===== src/rtl/sisc_mem_arbiter_pkg.sv =====
// Purpose: shared types for the SISC memory arbiter (states, requester IDs, default widths).
// Latency: n/a (types and pure functions only).
// Backpressure: n/a.
package sisc_mem_pkg;

  typedef enum logic [1:0] {
    IDLE   = 2'd0,
    ACCESS = 2'd1,
    DONE   = 2'd2
  } arb_state_t;

  typedef enum logic {
    FETCH = 1'b0,
    DATA  = 1'b1
  } req_id_t;

  localparam int SISC_AW = 16;
  localparam int SISC_DW = 32;

  // Fixed priority: the data path always wins so LOD/STR never wait on a fetch.
  function automatic req_id_t pick_fixed(input logic dm_req);
    return dm_req ? DATA : FETCH;
  endfunction

  // Round-robin: on contention the requester that did not win last time goes.
  function automatic req_id_t pick_rr(input logic if_req, input logic dm_req,
                                      input req_id_t last);
    if (if_req && dm_req) return (last == FETCH) ? DATA : FETCH;
    else if (dm_req)      return DATA;
    else                  return FETCH;
  endfunction

endpackage


===== src/rtl/sisc_mem_arbiter_if.sv =====
// Purpose: bundle of requester, memory and status signals around the arbiter.
// Latency: n/a (wiring only).
// Backpressure: requesters hold req until their done pulse; no other throttling.
interface sisc_mem_arbiter_if
  import sisc_mem_pkg::*;
#(
  parameter int AW = SISC_AW,
  parameter int DW = SISC_DW
);

  logic          if_req;
  logic [AW-1:0] if_addr;
  logic          if_gnt;
  logic          if_done;
  logic [DW-1:0] if_rdata;

  logic          dm_req;
  logic          dm_we;
  logic [AW-1:0] dm_addr;
  logic [DW-1:0] dm_wdata;
  logic          dm_gnt;
  logic          dm_done;
  logic [DW-1:0] dm_rdata;

  logic          mem_en;
  logic          mem_we;
  logic [AW-1:0] mem_addr;
  logic [DW-1:0] mem_wdata;
  logic [DW-1:0] mem_rdata;

  logic          busy;

  // Environment side: the two requesters plus the memory read port.
  modport master (
    output if_req, if_addr, dm_req, dm_we, dm_addr, dm_wdata, mem_rdata,
    input  if_gnt, if_done, if_rdata, dm_gnt, dm_done, dm_rdata,
    input  mem_en, mem_we, mem_addr, mem_wdata, busy
  );

  // Arbiter side.
  modport slave (
    input  if_req, if_addr, dm_req, dm_we, dm_addr, dm_wdata, mem_rdata,
    output if_gnt, if_done, if_rdata, dm_gnt, dm_done, dm_rdata,
    output mem_en, mem_we, mem_addr, mem_wdata, busy
  );

endinterface


===== src/rtl/sisc_mem_arbiter_wait_cnt.sv =====
// Purpose: 3-bit loadable down-counter with zero flag, paces the memory access.
// Latency: load/decrement visible one cycle after the enabling edge.
// Backpressure: none; saturates at zero.
module sisc_wait_cnt (
  input  logic       clk,
  input  logic       rst_f,
  input  logic       load,
  input  logic [2:0] load_val,
  input  logic       dec,
  output logic       zero
);

  logic [2:0] cnt;

  // Load has priority over decrement; never wraps below zero.
  always_ff @(posedge clk or negedge rst_f) begin
    if (!rst_f)                   cnt <= 3'd0;
    else if (load)                cnt <= load_val;
    else if (dec && cnt != 3'd0)  cnt <= cnt - 3'd1;
  end

  assign zero = (cnt == 3'd0);

endmodule


===== src/rtl/sisc_mem_arbiter.sv =====
// Purpose: shares the unified SISC memory between fetch and data paths (define SISC_ARB_RR_EN for round-robin).
// Latency: gnt 1 cycle after req sampled, mem_en MEM_LAT cycles, done at MEM_LAT+1; next access MEM_LAT+2 after start.
// Backpressure: one access in flight; a losing requester simply keeps req high until it is granted.
module sisc_mem_arbiter
  import sisc_mem_pkg::*;
#(
  parameter int AW      = SISC_AW,
  parameter int DW      = SISC_DW,
  parameter int MEM_LAT = 2
) (
  input  logic              clk,
  input  logic              rst_f,
  sisc_mem_arbiter_if.slave bus
);

  localparam logic [2:0] LAT_LOAD = 3'(MEM_LAT - 1);

  arb_state_t    state;
  req_id_t       owner;
  req_id_t       winner;
  logic          start;
  logic          cnt_zero;
  logic [AW-1:0] sel_addr;
  logic [DW-1:0] sel_wdata;

`ifdef SISC_ARB_RR_EN
  req_id_t last_grant;

  assign winner = pick_rr(bus.if_req, bus.dm_req, last_grant);

  // Remember who won so the other side gets the next contended slot.
  always_ff @(posedge clk or negedge rst_f) begin
    if (!rst_f)     last_grant <= FETCH;
    else if (start) last_grant <= winner;
  end
`else
  assign winner = pick_fixed(bus.dm_req);
`endif

  assign start     = (state == IDLE) && (bus.if_req || bus.dm_req);
  assign sel_addr  = (winner == DATA) ? bus.dm_addr : bus.if_addr;
  assign sel_wdata = (winner == DATA) ? bus.dm_wdata : '0;

  sisc_wait_cnt u_wait_cnt (
    .clk      (clk),
    .rst_f    (rst_f),
    .load     (start),
    .load_val (LAT_LOAD),
    .dec      (state == ACCESS),
    .zero     (cnt_zero)
  );

  // Access sequencer: arbitrate in IDLE, hold the memory bus in ACCESS, pulse done in DONE.
  always_ff @(posedge clk or negedge rst_f) begin
    if (!rst_f) begin
      state         <= IDLE;
      owner         <= FETCH;
      bus.if_gnt    <= 1'b0;
      bus.if_done   <= 1'b0;
      bus.if_rdata  <= '0;
      bus.dm_gnt    <= 1'b0;
      bus.dm_done   <= 1'b0;
      bus.dm_rdata  <= '0;
      bus.mem_en    <= 1'b0;
      bus.mem_we    <= 1'b0;
      bus.mem_addr  <= '0;
      bus.mem_wdata <= '0;
      bus.busy      <= 1'b0;
    end else begin
      bus.if_gnt  <= 1'b0;
      bus.dm_gnt  <= 1'b0;
      bus.if_done <= 1'b0;
      bus.dm_done <= 1'b0;
      case (state)
        IDLE: begin
          if (start) begin
            state         <= ACCESS;
            owner         <= winner;
            bus.busy      <= 1'b1;
            bus.mem_en    <= 1'b1;
            bus.mem_we    <= (winner == DATA) && bus.dm_we;
            bus.mem_addr  <= sel_addr;
            bus.mem_wdata <= sel_wdata;
            if (winner == DATA) bus.dm_gnt <= 1'b1;
            else                bus.if_gnt <= 1'b1;
          end
        end
        ACCESS: begin
          if (cnt_zero) begin
            state      <= DONE;
            bus.mem_en <= 1'b0;
            bus.mem_we <= 1'b0;
            if (owner == DATA) begin
              bus.dm_done <= 1'b1;
              if (!bus.mem_we) bus.dm_rdata <= bus.mem_rdata;
            end else begin
              bus.if_done  <= 1'b1;
              bus.if_rdata <= bus.mem_rdata;
            end
          end
        end
        DONE: begin
          state    <= IDLE;
          bus.busy <= 1'b0;
        end
        default: begin
          state      <= IDLE;
          bus.busy   <= 1'b0;
          bus.mem_en <= 1'b0;
          bus.mem_we <= 1'b0;
        end
      endcase
    end
  end

endmodule


===== src/flat_wrapper.sv =====
// flat-port wrapper written by rule: the top's interface ports become plain ports
module sisc_mem_arbiter_flat import sisc_mem_pkg::*;
#(
  parameter int AW      = SISC_AW,
  parameter int DW      = SISC_DW,
  parameter int MEM_LAT = 2
)
  (clk, rst_f, bus_if_req, bus_if_addr, bus_dm_req, bus_dm_we, bus_dm_addr, bus_dm_wdata, bus_mem_rdata, bus_if_gnt, bus_if_done, bus_if_rdata, bus_dm_gnt, bus_dm_done, bus_dm_rdata, bus_mem_en, bus_mem_we, bus_mem_addr, bus_mem_wdata, bus_busy);
  sisc_mem_arbiter_if #(.AW(AW), .DW(DW)) bus_i ();
  input  logic clk;
  input  logic rst_f;
  input wire logic [$bits(bus_i.if_req)-1:0] bus_if_req;
  input wire logic [$bits(bus_i.if_addr)-1:0] bus_if_addr;
  input wire logic [$bits(bus_i.dm_req)-1:0] bus_dm_req;
  input wire logic [$bits(bus_i.dm_we)-1:0] bus_dm_we;
  input wire logic [$bits(bus_i.dm_addr)-1:0] bus_dm_addr;
  input wire logic [$bits(bus_i.dm_wdata)-1:0] bus_dm_wdata;
  input wire logic [$bits(bus_i.mem_rdata)-1:0] bus_mem_rdata;
  output wire logic [$bits(bus_i.if_gnt)-1:0] bus_if_gnt;
  output wire logic [$bits(bus_i.if_done)-1:0] bus_if_done;
  output wire logic [$bits(bus_i.if_rdata)-1:0] bus_if_rdata;
  output wire logic [$bits(bus_i.dm_gnt)-1:0] bus_dm_gnt;
  output wire logic [$bits(bus_i.dm_done)-1:0] bus_dm_done;
  output wire logic [$bits(bus_i.dm_rdata)-1:0] bus_dm_rdata;
  output wire logic [$bits(bus_i.mem_en)-1:0] bus_mem_en;
  output wire logic [$bits(bus_i.mem_we)-1:0] bus_mem_we;
  output wire logic [$bits(bus_i.mem_addr)-1:0] bus_mem_addr;
  output wire logic [$bits(bus_i.mem_wdata)-1:0] bus_mem_wdata;
  output wire logic [$bits(bus_i.busy)-1:0] bus_busy;
  assign bus_i.if_req = bus_if_req;
  assign bus_i.if_addr = bus_if_addr;
  assign bus_i.dm_req = bus_dm_req;
  assign bus_i.dm_we = bus_dm_we;
  assign bus_i.dm_addr = bus_dm_addr;
  assign bus_i.dm_wdata = bus_dm_wdata;
  assign bus_i.mem_rdata = bus_mem_rdata;
  assign bus_if_gnt = bus_i.if_gnt;
  assign bus_if_done = bus_i.if_done;
  assign bus_if_rdata = bus_i.if_rdata;
  assign bus_dm_gnt = bus_i.dm_gnt;
  assign bus_dm_done = bus_i.dm_done;
  assign bus_dm_rdata = bus_i.dm_rdata;
  assign bus_mem_en = bus_i.mem_en;
  assign bus_mem_we = bus_i.mem_we;
  assign bus_mem_addr = bus_i.mem_addr;
  assign bus_mem_wdata = bus_i.mem_wdata;
  assign bus_busy = bus_i.busy;
  sisc_mem_arbiter #(.AW(AW), .DW(DW), .MEM_LAT(MEM_LAT)) u_core (.clk(clk), .rst_f(rst_f), .bus(bus_i));
endmodule

===== config.mk =====
export PLATFORM = sky130hd
export DESIGN_NAME = sisc_mem_arbiter_flat
export DESIGN_NICKNAME = d
export VERILOG_FILES = /design/src/rtl/sisc_mem_arbiter_pkg.sv /design/src/rtl/sisc_mem_arbiter_if.sv /design/src/rtl/sisc_mem_arbiter_wait_cnt.sv /design/src/rtl/sisc_mem_arbiter.sv /design/src/flat_wrapper.sv
export SDC_FILE = /design/constraint.sdc
export NUM_CORES = 1
export LEC_CHECK = 0
export ABC_CLOCK_PERIOD_IN_PS = 5000
export BUFFER_PORTS_ARGS = -buffer_cell sky130_fd_sc_hd__buf_2
export CELL_PAD_IN_SITES_DETAIL_PLACEMENT = 1
export CELL_PAD_IN_SITES_GLOBAL_PLACEMENT = 2
export CORE_AREA = 5 5 130 132
export CTS_CLUSTER_DIAMETER = 120
export DETAILED_ROUTE_END_ITERATION = 8
export DIE_AREA = 0 0 135 137
export PLACE_DENSITY = 0.88
export SYNTH_ARGS = -nofsm -noshare
export SYNTH_HDL_FRONTEND = slang
export SYNTH_SLANG_ARGS = --single-unit

===== constraint.sdc =====
create_clock -name clk -period 5 [get_ports clk]
set_input_delay 1.25 -clock clk [delete_from_list [all_inputs] [get_ports clk]]
set_output_delay 1.25 -clock clk [all_outputs]
set_load 0.05 [all_outputs]

## Word level (Yosys, flattened, before mapping)

Cells that the tools add are included.
W data, S select, Z words.

| word-level totals | value |
|---|---|
| bits of input ports | 101 |
| bits in registers | 125 |
| logic and storage cells | 63 |

| cells by class | value |
|---|---|
| mux-type cells | 26 |
| bitwise operators | 4 |
| reduce and logical (&&, ||, !) cells | 14 |
| eq/ne operators | 4 |
| $add $sub $neg | 1 |

Operator list:

| kind | count |
|---|---|
| $mux W32 | 1 |
| $mux W1 | 16 |
| $mux W16 | 1 |
| $mux W3 | 2 |
| $pmux W1 S3 | 2 |
| $reduce_and A2 Y1 | 3 |
| $reduce_and A3 Y1 | 2 |
| $mux W2 | 2 |
| $ne A2 B1 Y1 const B | 2 |
| $not A1 Y1 | 4 |
| $pmux W2 S2 | 1 |
| $reduce_and A4 Y1 | 1 |
| $logic_and A1 B1 Y1 | 3 |
| $logic_not A3 Y1 | 1 |
| $reduce_bool A3 Y1 | 1 |
| $sub A3 B1 Y3 const B | 1 |
| $eq A2 B1 Y1 const B | 1 |
| $eq A2 B2 Y1 const B | 1 |
| $logic_not A2 Y1 | 1 |
| $pmux W1 S2 | 1 |
| $reduce_bool A2 Y1 | 1 |
| $logic_or A1 B1 Y1 | 1 |

## Depth between registers and ports, before layout

| depth | value |
|---|---|
| depth after elaboration | 4 |
| depth in mapped cells | 7 |
| mapped depth without buffers | 5 |

## Hierarchy

A second synthesis with hierarchy kept.

| second synthesis, totals | value |
|---|---|
| cells, all modules | 311 |
| area total of the unflattened synthesis | 5092.4 um^2 |

Modules (own cells, without submodules):

| module | cells an instance | seq. area each (um^2) | area each (um^2) | instances |
|---|---|---|---|---|
| sisc_mem_arbiter | 292 | 3052.9 | 4902.2 | 1 |
| sisc_wait_cnt | 19 | 75.1 | 190.2 | 1 |

## Worst setup path before layout

Ideal clock, no wire load.

| timing path | value |
|---|---|
| kind | input port to flip-flop |
| start point | input bus_dm_req |
| end point | register u_core.bus.mem_addr[0] |
| data required time | 4.933 ns |
| stages | 4 |
| data arrival time | 2.128 ns |
| slack | 2.805 ns |
| buffers on the path | 1 |
| path through | nor4b_2 > clkbuf_1 > and2_1 > a221o_1 |

| between the ends | value |
|---|---|
| longest elaborated chain between the ends | 3 |
| elaborated cells between the ends (all ways) | 5 |
| classes of those cells | mux (2); reduce/logical (3) |

RTL lines:

| element | RTL line | source |
|---|---|---|
| start, declared | flat_wrapper.sv:14 | `input wire logic [$bits(bus_i.dm_req)-1:0] bus_dm_req;` |
| $logic_or A1 B1 Y1 | sisc_mem_arbiter.sv:40 | `assign start = (state == IDLE) && (bus.if_req \|\| bus.dm_req);` |
| $logic_and A1 B1 Y1 | sisc_mem_arbiter.sv:40 |  |
| $reduce_and A2 Y1 (no source line) | -- |  |
| end signal, assigned | sisc_mem_arbiter.sv:82 | `bus.mem_addr <= sel_addr;` |
| end, declared | sisc_mem_arbiter_if.sv:44 | `output mem_en, mem_we, mem_addr, mem_wdata, busy` |

Several ways; a longest one is shown, not always the timed one.
A chain may end at the register's enable or synchronous reset.

## Worst setup path in the final report

| timing path | value |
|---|---|
| start point | input bus_dm_req |
| end point | register u_core.bus.mem_addr[9] |

Same word-level chain as after synthesis.

==> impl_metrics.xml <==
<?xml version="1.0" encoding="UTF-8"?>
<metrics>
  <group name="placement">
    <metric name="dp_slack" unit="ns">2.06</metric>
    <metric name="postPlaceCellArea" unit="sq um">6150</metric>
    <metric name="dp_hpwl" unit="um">9570</metric>
    <metric name="input_output_buffers" unit="">219</metric>
    <metric name="place_congestion" unit="">0.772</metric>
  </group>
  <group name="critical_path">
    <metric name="setup.worst_path.end_class" unit="">register</metric>
    <metric name="crit_slowest_cell" unit="">nor4b_2</metric>
    <metric name="regToRegSetupSlack" unit="ns">2.64</metric>
    <metric name="slowest_delay" unit="ns">1.02</metric>
    <metric name="critical_path.startpoint_type" unit="">input pin</metric>
    <metric name="worst-r2r-cell-count" unit="">5</metric>
    <metric name="worstPathCellList" unit="">buf_2, nor4b_2, and2_1, a221o_1</metric>
    <metric name="cp_max_fo" unit="">17</metric>
    <metric name="worst_setup_path_startpoint" unit="">bus_dm_req</metric>
    <metric name="crit_end" unit="">u_core.bus.mem_addr[9]</metric>
    <metric name="critical_path.n_buffers_inverters" unit="">1</metric>
    <metric name="critical_path_cell_count" unit="">4</metric>
    <metric name="cp.required" unit="ns">5.34</metric>
    <metric name="criticalPathCategory" unit="">in2reg</metric>
    <metric name="critical_path.reg2reg.endpoint" unit="">u_core.bus.dm_rdata[6]</metric>
    <metric name="cp_data_arrival_time" unit="ns">2.78</metric>
    <metric name="crit_family" unit="">simple AND/OR/NAND/NOR gates</metric>
    <metric name="worst_r2r_startpoint" unit="">u_core.u_wait_cnt.cnt[0]</metric>
  </group>
  <group name="global_routing">
    <metric name="globalRouteMet1Util" unit="%">17.1</metric>
    <metric name="grt_pass1_vias" unit="">3929</metric>
    <metric name="globalRouteMet2Util" unit="%">24.0</metric>
    <metric name="globalRouteTotalUtil" unit="%">14.5</metric>
    <metric name="gr-max-usage-layer" unit="">met2</metric>
    <metric name="global_route.usage.met3" unit="%">5.37</metric>
    <metric name="largest_net_degree_at_the_start_of_global_routing" unit="">126</metric>
    <metric name="grt_first_pass_wirelength" unit="um">20800</metric>
    <metric name="grt_antenna_before_repair" unit="">2</metric>
    <metric name="grt_overflow_total" unit="">0</metric>
  </group>
  <group name="drt">
    <metric name="route.vias.total" unit="">3489</metric>
    <metric name="postRouteAntennaNets" unit="">0</metric>
    <metric name="route.detailed.drc" unit="">0</metric>
    <metric name="total_wirelength_of_the_detailed_routed_design" unit="um">13300</metric>
    <metric name="drt_first_iter_violations" unit="">187</metric>
    <metric name="drt-pass1-iter-count" unit="">4</metric>
    <metric name="wire_per_inst" unit="um">17.6</metric>
    <metric name="drt-vias-per-instance" unit="">4.61</metric>
  </group>
  <group name="synth">
    <metric name="synth.cells.most_frequent" unit="">dfrtp_1 (125), a22o_1 (32), mux2_2 (31)</metric>
    <metric name="seq_total_area_yosys" unit="%">64.6</metric>
    <metric name="ys_flop_type" unit="">dfrtp_1</metric>
    <metric name="postSynthAreaPerCell" unit="sq um">15.8</metric>
    <metric name="syn_nets" unit="">410</metric>
    <metric name="synth_top_area_cell" unit="">dfrtp_1</metric>
    <metric name="yosysMostFrequentCell" unit="">dfrtp_1</metric>
    <metric name="ffs_w_async_s_r_synth" unit="%">100</metric>
    <metric name="synthesis.area" unit="sq um">4840</metric>
    <metric name="post_synth_edffs" unit="">0</metric>
    <metric name="unique_masters_post_synth" unit="">31</metric>
    <metric name="synth_instances" unit="">307</metric>
    <metric name="synth_top_cell_area_share" unit="%">64.6</metric>
    <metric name="yosys_warnings" unit="">0</metric>
    <metric name="ys_top_cells_by_area" unit="">dfrtp_1 (65%), mux2_4 (9.0%), mux2_2 (7.2%)</metric>
    <metric name="synth-seq-cells" unit="">125</metric>
  </group>
  <group name="floorplanning">
    <metric name="core_area" unit="sq um">15600</metric>
    <metric name="initial_utilization" unit="%">31.1</metric>
    <metric name="ioPinCount" unit="">220</metric>
    <metric name="full_die_area" unit="sq um">18500</metric>
    <metric name="die-width" unit="um">135</metric>
    <metric name="die_y" unit="um">137</metric>
    <metric name="rows" unit="">46</metric>
  </group>
  <group name="sta">
    <metric name="final.setup.worst_slack" unit="ns">2.56</metric>
    <metric name="final_hold_viol_count" unit="">0</metric>
    <metric name="finalSetupTns" unit="ns">0</metric>
    <metric name="finalSetupViolations" unit="">0</metric>
    <metric name="finalClockSkew" unit="ns">0.00624</metric>
    <metric name="period_share" unit="%">48.9</metric>
    <metric name="rsz_0062_raised_after_global_routing" unit="">no</metric>
    <metric name="min_tclk_post_route" unit="ns">2.44</metric>
    <metric name="worst_slew_margin_rel" unit="%">19.5</metric>
    <metric name="timing.final.max_slew_violations" unit="">0</metric>
    <metric name="fmaxAchievable" unit="MHz">409</metric>
    <metric name="tightestPinTransition" unit="ns">1.20</metric>
  </group>
  <group name="clock_tree">
    <metric name="cts_hold_buf" unit="">0</metric>
    <metric name="tritoncts" unit="">done</metric>
    <metric name="clock_sinks" unit="">125</metric>
    <metric name="insertion_delay" unit="ns">0.40</metric>
    <metric name="cts.repair.resized" unit="">0</metric>
    <metric name="clock_transition_at_the_register_clock_pins_on_the_worst_setup_and_hold_paths_after_cts" unit="ns">0.05</metric>
    <metric name="cts_post_setup_buffers_inserted" unit="">0</metric>
    <metric name="number_of_buffers_created_by_cts" unit="">17</metric>
    <metric name="cts_root_buffer" unit="">clkbuf_16</metric>
    <metric name="cts.path.max_buffers" unit="">2</metric>
    <metric name="htreeDepth" unit="">4</metric>
  </group>
  <group name="layout">
    <metric name="layout.filler_cells" unit="">1684</metric>
    <metric name="layout.core_utilization" unit="%">43.2</metric>
    <metric name="final-seq-area" unit="sq um">3130</metric>
    <metric name="multi_input_comb_area" unit="sq um">1600</metric>
    <metric name="post_route_cells_drive_above_1_share" unit="%">58.4</metric>
    <metric name="post-route-cell-area" unit="sq um">6740</metric>
    <metric name="final_nets" unit="">632</metric>
    <metric name="antenna_cells_inserted" unit="">0</metric>
    <metric name="area_delta_synth_final" unit="%">39.0</metric>
  </group>
  <group name="run">
    <metric name="max_cap_violations" unit="">0</metric>
  </group>
  <group name="hold_path">
    <metric name="holdCritPathClass" unit="">reg2reg</metric>
  </group>
  <group name="run_status">
    <metric name="status" unit="">completed</metric>
  </group>
</metrics>
==> kinds of logic (layout without fill, tap and decap cells) <==
logic type      Yosys count  after routing  share of synthesized area [%]
fa+ha+maj                 2              2                          0.516
buf+inv                  25            259                           2.71
flops                   125            125                           64.6
mux                      64             64                           17.1
compound gates           61             61                           10.9
simple gates             30             30                           4.21
==> per-stage QoR <==
stage,hold slack [ns],instances
after floorplan,0.471,307
after global placement,0.470,726
after detailed placement,0.476,726
after CTS,0.497,757
after global routing,0.512,757
final,0.490,757
==> per-layer routing <==
metal  part of all wire (%)  vias up  wire length, um
met5                  0.053        -                7
met4                    2.3        2              311
met3                    8.7       29             1160
met2                     48      171             6410
met1                     41     1714             5410
li1                       -     1573                -
==> worst min-delay path by stage <==
| stage | from | to | cells after the start |
|---|---|---|---|
| 6_report | u_core.bus.mem_wdata[1] | u_core.bus.mem_wdata[1] | 1 |
| 5_1_grt | u_core.bus.dm_rdata[4] | u_core.bus.dm_rdata[4] | 1 |
| 4_1_cts | u_core.bus.mem_wdata[1] | u_core.bus.mem_wdata[1] | 1 |
| 3_5_place_dp | u_core.bus.mem_wdata[12] | u_core.bus.mem_wdata[12] | 1 |
| 3_3_place_gp | u_core.bus.dm_rdata[6] | u_core.bus.dm_rdata[6] | 1 |
| 2_1_floorplan | u_core.u_wait_cnt.cnt[2] | u_core.u_wait_cnt.cnt[2] | 1 |
==> layout by cell type (no fill, tap or decap), drive strengths merged, types with 3 or more instances in the layout <==
cell type,instances
a22o,32
a221o,16
clkinv,5
inv,6
buf,222
o21ai,7
dfrtp,125
and2,18
mux2,64
clkbuf,23
bufinv,3
==> flip-flops by register name, summed over array words and instances, names as in the netlist, 2 cells and up <==
signal,flops
u_core.bus.dm_rdata,32
u_core.bus.mem_addr,16
u_core.u_wait_cnt.cnt,3
u_core.bus.if_rdata,32
u_core.bus.mem_wdata,32
u_core.state,2
==> area by class of cell <==
type	instances	area share [%]
Tap cell	216	4.01
Sequential cell	125	46.4
Multi-Input combinational cell	157	23.7
Clock buffer	23	6.95
Timing Repair Buffer	222	16.8
Clock inverter	8	1.71
Inverter	6	0.334
Power is left out: the tool's default activity adds up to more than one toggle a clock period on the data nets, which glitch-free logic cannot reach.
